File: config.mk
export PLATFORM = sky130hd
export DESIGN_NAME = fifo_rd_stream
export DESIGN_NICKNAME = d
export VERILOG_FILES = /design/src/rtl/fifo_rd_stream.sv
export SDC_FILE = /design/constraint.sdc
export NUM_CORES = 1
export LEC_CHECK = 0
export BUFFER_PORTS_ARGS = -buffer_cell sky130_fd_sc_hd__buf_2
export CAP_MARGIN = 20
export CORE_ASPECT_RATIO = 1.1
export CORE_UTILIZATION = 53
export CTS_BUF_LIST = sky130_fd_sc_hd__clkbuf_2
export DETAILED_ROUTE_END_ITERATION = 10
export PLACE_DENSITY = 0.78
export SYNTH_ARGS = -nofsm -noshare
export SYNTH_HDL_FRONTEND = slang
export SYNTH_SLANG_ARGS = --single-unit
File: constraint.sdc
create_clock -name CLK -period 2.59 [get_ports CLK]
set_input_delay 0.3885 -clock CLK [delete_from_list [all_inputs] [get_ports CLK]]
set_output_delay 0.3885 -clock CLK [all_outputs]
set_load 0.05 [all_outputs]
File: src/rtl/fifo_rd_stream.sv
// Read-side stage for fifo_memory: tracks how many words the memory holds,
// issues read strobes only when a word exists and the output queue has a
// reserved slot, captures the returned data and presents it as a
// valid/ready stream.
module fifo_rd_stream #(
  parameter int WIDTH      = 32,
  parameter int FIFO_DEPTH = 32,
  parameter int FIFO_ADDR  = 5,
  parameter int OBUF_DEPTH = 3
) (
  input  logic                 CLK,
  input  logic                 nRST,
  input  logic                 mem_wr_en,
  output logic                 mem_rd_en,
  input  logic [WIDTH-1:0]     fifo_rd_data,
  input  logic                 rd_empty_err,
  output logic                 out_valid,
  input  logic                 out_ready,
  output logic [WIDTH-1:0]     out_data,
  output logic [FIFO_ADDR:0]   mem_count,
  output logic                 underflow_err,
  input  logic                 clr_err
);

  localparam int QC_W = $clog2(OBUF_DEPTH + 1);
  localparam int QP_W = (OBUF_DEPTH > 1) ? $clog2(OBUF_DEPTH) : 1;
  localparam logic [QC_W:0]      OBUF_LIM  = (QC_W + 1)'(OBUF_DEPTH);
  localparam logic [FIFO_ADDR:0] DEPTH_CNT = (FIFO_ADDR + 1)'(FIFO_DEPTH);
  localparam logic [QP_W-1:0]    LAST_PTR  = QP_W'(OBUF_DEPTH - 1);

  logic              inflight;
  logic [QC_W-1:0]   q_cnt;
  logic [QP_W-1:0]   head;
  logic [QP_W-1:0]   tail;
  logic [WIDTH-1:0]  queue [OBUF_DEPTH];
  logic [QC_W:0]     credit_used;
  logic              wr_acc;
  logic              push;
  logic              pop;

  function automatic logic [QP_W-1:0] next_ptr(input logic [QP_W-1:0] p);
    return (p == LAST_PTR) ? '0 : p + 1'b1;
  endfunction

  // Read credit counts both queued words and the word still in flight, so a
  // returning word always has a free slot; none of this depends on out_ready.
  always_comb begin
    credit_used = {1'b0, q_cnt} + {{QC_W{1'b0}}, inflight};
    mem_rd_en   = (mem_count != '0) && (credit_used < OBUF_LIM);
    wr_acc      = mem_wr_en && ((mem_count < DEPTH_CNT) || mem_rd_en);
    push        = inflight;
    out_valid   = (q_cnt != '0);
    pop         = out_valid && out_ready;
    out_data    = queue[head];
  end

  // Memory occupancy: a write into a full memory only lands if a read frees a slot.
  always_ff @(posedge CLK or negedge nRST) begin
    if (!nRST) begin
      mem_count <= '0;
    end else begin
      case ({wr_acc, mem_rd_en})
        2'b10:   mem_count <= mem_count + 1'b1;
        2'b01:   mem_count <= mem_count - 1'b1;
        default: mem_count <= mem_count;
      endcase
    end
  end

  // Remember that fifo_rd_data will carry a fresh word next cycle.
  always_ff @(posedge CLK or negedge nRST) begin
    if (!nRST) begin
      inflight <= 1'b0;
    end else begin
      inflight <= mem_rd_en;
    end
  end

  // Output queue: capture at tail when a read returns, release head on handshake.
  always_ff @(posedge CLK or negedge nRST) begin
    if (!nRST) begin
      head  <= '0;
      tail  <= '0;
      q_cnt <= '0;
      for (int i = 0; i < OBUF_DEPTH; i++) begin
        queue[i] <= '0;
      end
    end else begin
      if (push) begin
        queue[tail] <= fifo_rd_data;
        tail        <= next_ptr(tail);
      end
      if (pop) begin
        head <= next_ptr(head);
      end
      if (push && !pop) begin
        q_cnt <= q_cnt + 1'b1;
      end else if (!push && pop) begin
        q_cnt <= q_cnt - 1'b1;
      end
    end
  end

  // Sticky empty-read flag; a clear request beats a same-cycle report.
  always_ff @(posedge CLK or negedge nRST) begin
    if (!nRST) begin
      underflow_err <= 1'b0;
    end else if (clr_err) begin
      underflow_err <= 1'b0;
    end else if (rd_empty_err) begin
      underflow_err <= 1'b1;
    end
  end

endmodule

==> flow_summary.json <==
{
  "outcome": "finished, violations left",
  "failing_checks": "setup timing",
  "worst_setup_path_start_kind": "flip-flop",
  "grt_util_all_layers_pct": 23.73,
  "io_buffers": 78,
  "fin_area_sq_mm": 0.006551,
  "finalWorstSetupSlack_ns": -0.1170,
  "r2r_setup_slack_ns": -0.12,
  "tritoncts": "done",
  "route.antenna.remaining_nets": 0,
  "worstSkewPairLatency_ns": 0.61,
  "grt_setup_unrepaired": "true",
  "post-route-util_pct": 69.71,
  "report.final.slew_viol_count": 0,
  "timing.slew.headroom_pct": 53.08,
  "yosys.area.top_type_share_pct": 53.41,
  "synth_seq_cells": 110,
  "chipWidth_microns": 96.02,
  "ctsHtreeMaxLevel": 3,
  "critPathRequiredTime_ns": 3.09,
  "n_fill_cell": 686,
  "io-pin-count": 79,
  "setup_failing_eps_final": 1,
  "antenna_violations_before_repair": 0,
  "initial_utilization_pct": 54.84,
  "cts.sinks": 110,
  "fin_skew_ns": 0.03370,
  "post_synth_instance_area_sq_mm": 0.005154,
  "worst_pin_slew_ns": 0.7038,
  "crit_path_max_fanout": 7,
  "worstSetupStartpoint": "mem_count[4]",
  "total_of_max_cap_violations": 0,
  "dr_total_vias": 3546,
  "crit_arrival_ns": 3.21,
  "synth_nets": 437,
  "drive_above_1_share_pct": 47.17,
  "synthesized_instance_count": 390,
  "r2r-end": "mem_count[5]",
  "cts-buffers-inserted": 9,
  "postSynthAreaPerCell_sq_um": 13.21,
  "fin_crit_ns": 2.707,
  "finish.net_count": 572,
  "critical_path_class": "reg2reg",
  "timing.rr.start": "mem_count[4]",
  "drt-pass1-iter-count": 4,
  "ys_seq_area_share_pct": 53.41,
  "detailed_placer_s_ending_hpwl_microns": 7085,
  "grt_max_degree": 56,
  "floorplan.die_area_sq_mm": 0.01012,
  "routed_wl_microns": 11000,
  "most-common-layout-cells": "dfrtp_1, buf_2, mux2_2",
  "use_met1_pct": 30.96,
  "clkSlewWorstSetupHoldPaths_ns": 0.30,
  "crit_path_end_kind": "flip-flop",
  "grt_pass1_wl_microns": 18220,
  "post_placement_setup_slack_ns": -0.1062,
  "achievable-frequency_ghz": 0.3694,
  "busiest_layer": "met2",
  "r2r_cells": 8,
  "groute.layer.met3.usage_pct": 4.329,
  "synth_enable_flop_cells": 0,
  "worstHoldEndpoint": "head[0]",
  "drc": 0,
  "final_common_cell": "dfrtp_1",
  "timing.final.hold_violations": 0,
  "async_sr_flop_fraction_pct": 100.0,
  "ys_dominant_reg_cell": "dfrtp_1",
  "flow.area_growth_from_synthesis_pct": 27.12,
  "timing.hold.worst.start": "out_ready",
  "grt_overflow": 0,
  "detail_route.iter0.violations": 119,
  "vias_per_cell": 5.481,
  "gp_congestion": 0.8447,
  "cts-root-to-sink-buffers": 2,
  "avgRoutedWirePerCell_microns": 16.99,
  "num_antenna_cells": 0,
  "netlist.top_cell.by_area": "dfrtp_1",
  "ys.warnings.count": 0,
  "row_count": 37,
  "met2_track_usage_gr_pct": 39.56,
  "placed_area_sq_mm": 0.005892,
  "core_area_sq_mm": 0.009398,
  "die_h_microns": 105.4,
  "distinct_cell_type_count_after_synthesis": 37,
  "first_global_vias": 3688,
  "fin_tns_setup_ns": -0.1170,
  "worstHoldPathCells": 3,
  "finalCritPeriodShare_pct": 104.5,
  "worst_hold_path_type": "in2reg",
  "synth.top_cells.by_area": "dfrtp_1, mux2_2, mux2_4",
  "cts-root-buf": "clkbuf_2"
}
## through the flow
stage / hold slack [ns] / cells
floorplan: 0.09291 / 390
global placement: 0.4725 / 588
detailed placement: 0.4803 / 588
CTS: 0.1053 / 645
global route: 0.1016 / 647
finish: 0.1452 / 647
## final cells by class
type / count / area [sq um] / share of cell area (%)
flip-flops and latches: 110 / 2761 / 42.15
multi-input cells: 251 / 2402 / 36.67
repair buffers: 146 / 1072 / 16.37
well taps: 117 / 146.4 / 2.235
clock inverters: 7 / 97.59 / 1.490
clock buffers: 9 / 45.04 / 0.6875
inverters: 7 / 26.28 / 0.4011
## worst max path at each step
| stage | to | slack [ns] | depth (start not counted) |
|---|---|---|---|
| global route | mem_count[5] | -0.19 | 8 |
| floorplan | mem_count[5] | -0.26 | 8 |
| detailed placement | mem_count[5] | -0.11 | 10 |
| CTS | mem_count[5] | -0.05 | 8 |
| global placement | mem_count[5] | -0.02 | 8 |
| finish | mem_count[5] | -0.12 | 8 |
## Yosys cell counts (6+ instances only)
cell,instances
clkbuf_1,8
nand2_1,36
o21ai_0,34
buf_2,10
ha_1,8
mux2_2,67
dfrtp_1,110
inv_1,6
mux2_4,30
mux2i_1,33
## cell families (layout without fill, tap and decap cells)
| family | after synthesis | count (layout) | synth area share, % |
|---|---|---|---|
| and+or+nand+nor | 53 | 53 | 4.637 |
| buffers and inverters | 29 | 169 | 2.938 |
| muxes | 130 | 130 | 29.79 |
| xor gates and xnor gates | 6 | 6 | 1.020 |
| DFF | 110 | 110 | 53.41 |
| AOI/OAI and AO/OA | 53 | 53 | 5.875 |
| adders and majority gates | 9 | 9 | 2.331 |
## sequential cells by signal, summed over array words and instances (netlist names)
name,flops
head,2
q_cnt,2
queue,96
underflow_err,1
mem_count,6
inflight,1
tail,2
## layer usage
layer	wire, microns	part of all wire, %
met5	0	0
met4	154	1.4
met3	288	2.6
met2	5577	51
met1	4975	45
## worst max-delay path: stages, from the launching register on
cell       delay [ns]
dfrtp_2          0.47
or4_4            0.53
o31a_4           0.30
ha_4             0.22
ha_4             0.29
o211ai_1         0.12
nor2_1           0.22
o21ai_1          0.13
a2111oi_4        0.34
## timing repair
action                                  in CTS  in global routing
hold endpoints to repair                   138                  0
pin swaps                                    3                  3
cloned                                       0                  0
hold buffers                                35                  0
buffers inserted                             6                  3
endpoints found under the setup margin      26                 37
gates resized for setup                     10                 15
Power is left out: the tool's default activity adds up to more than one toggle a clock period on the data nets, which glitch-free logic cannot reach.
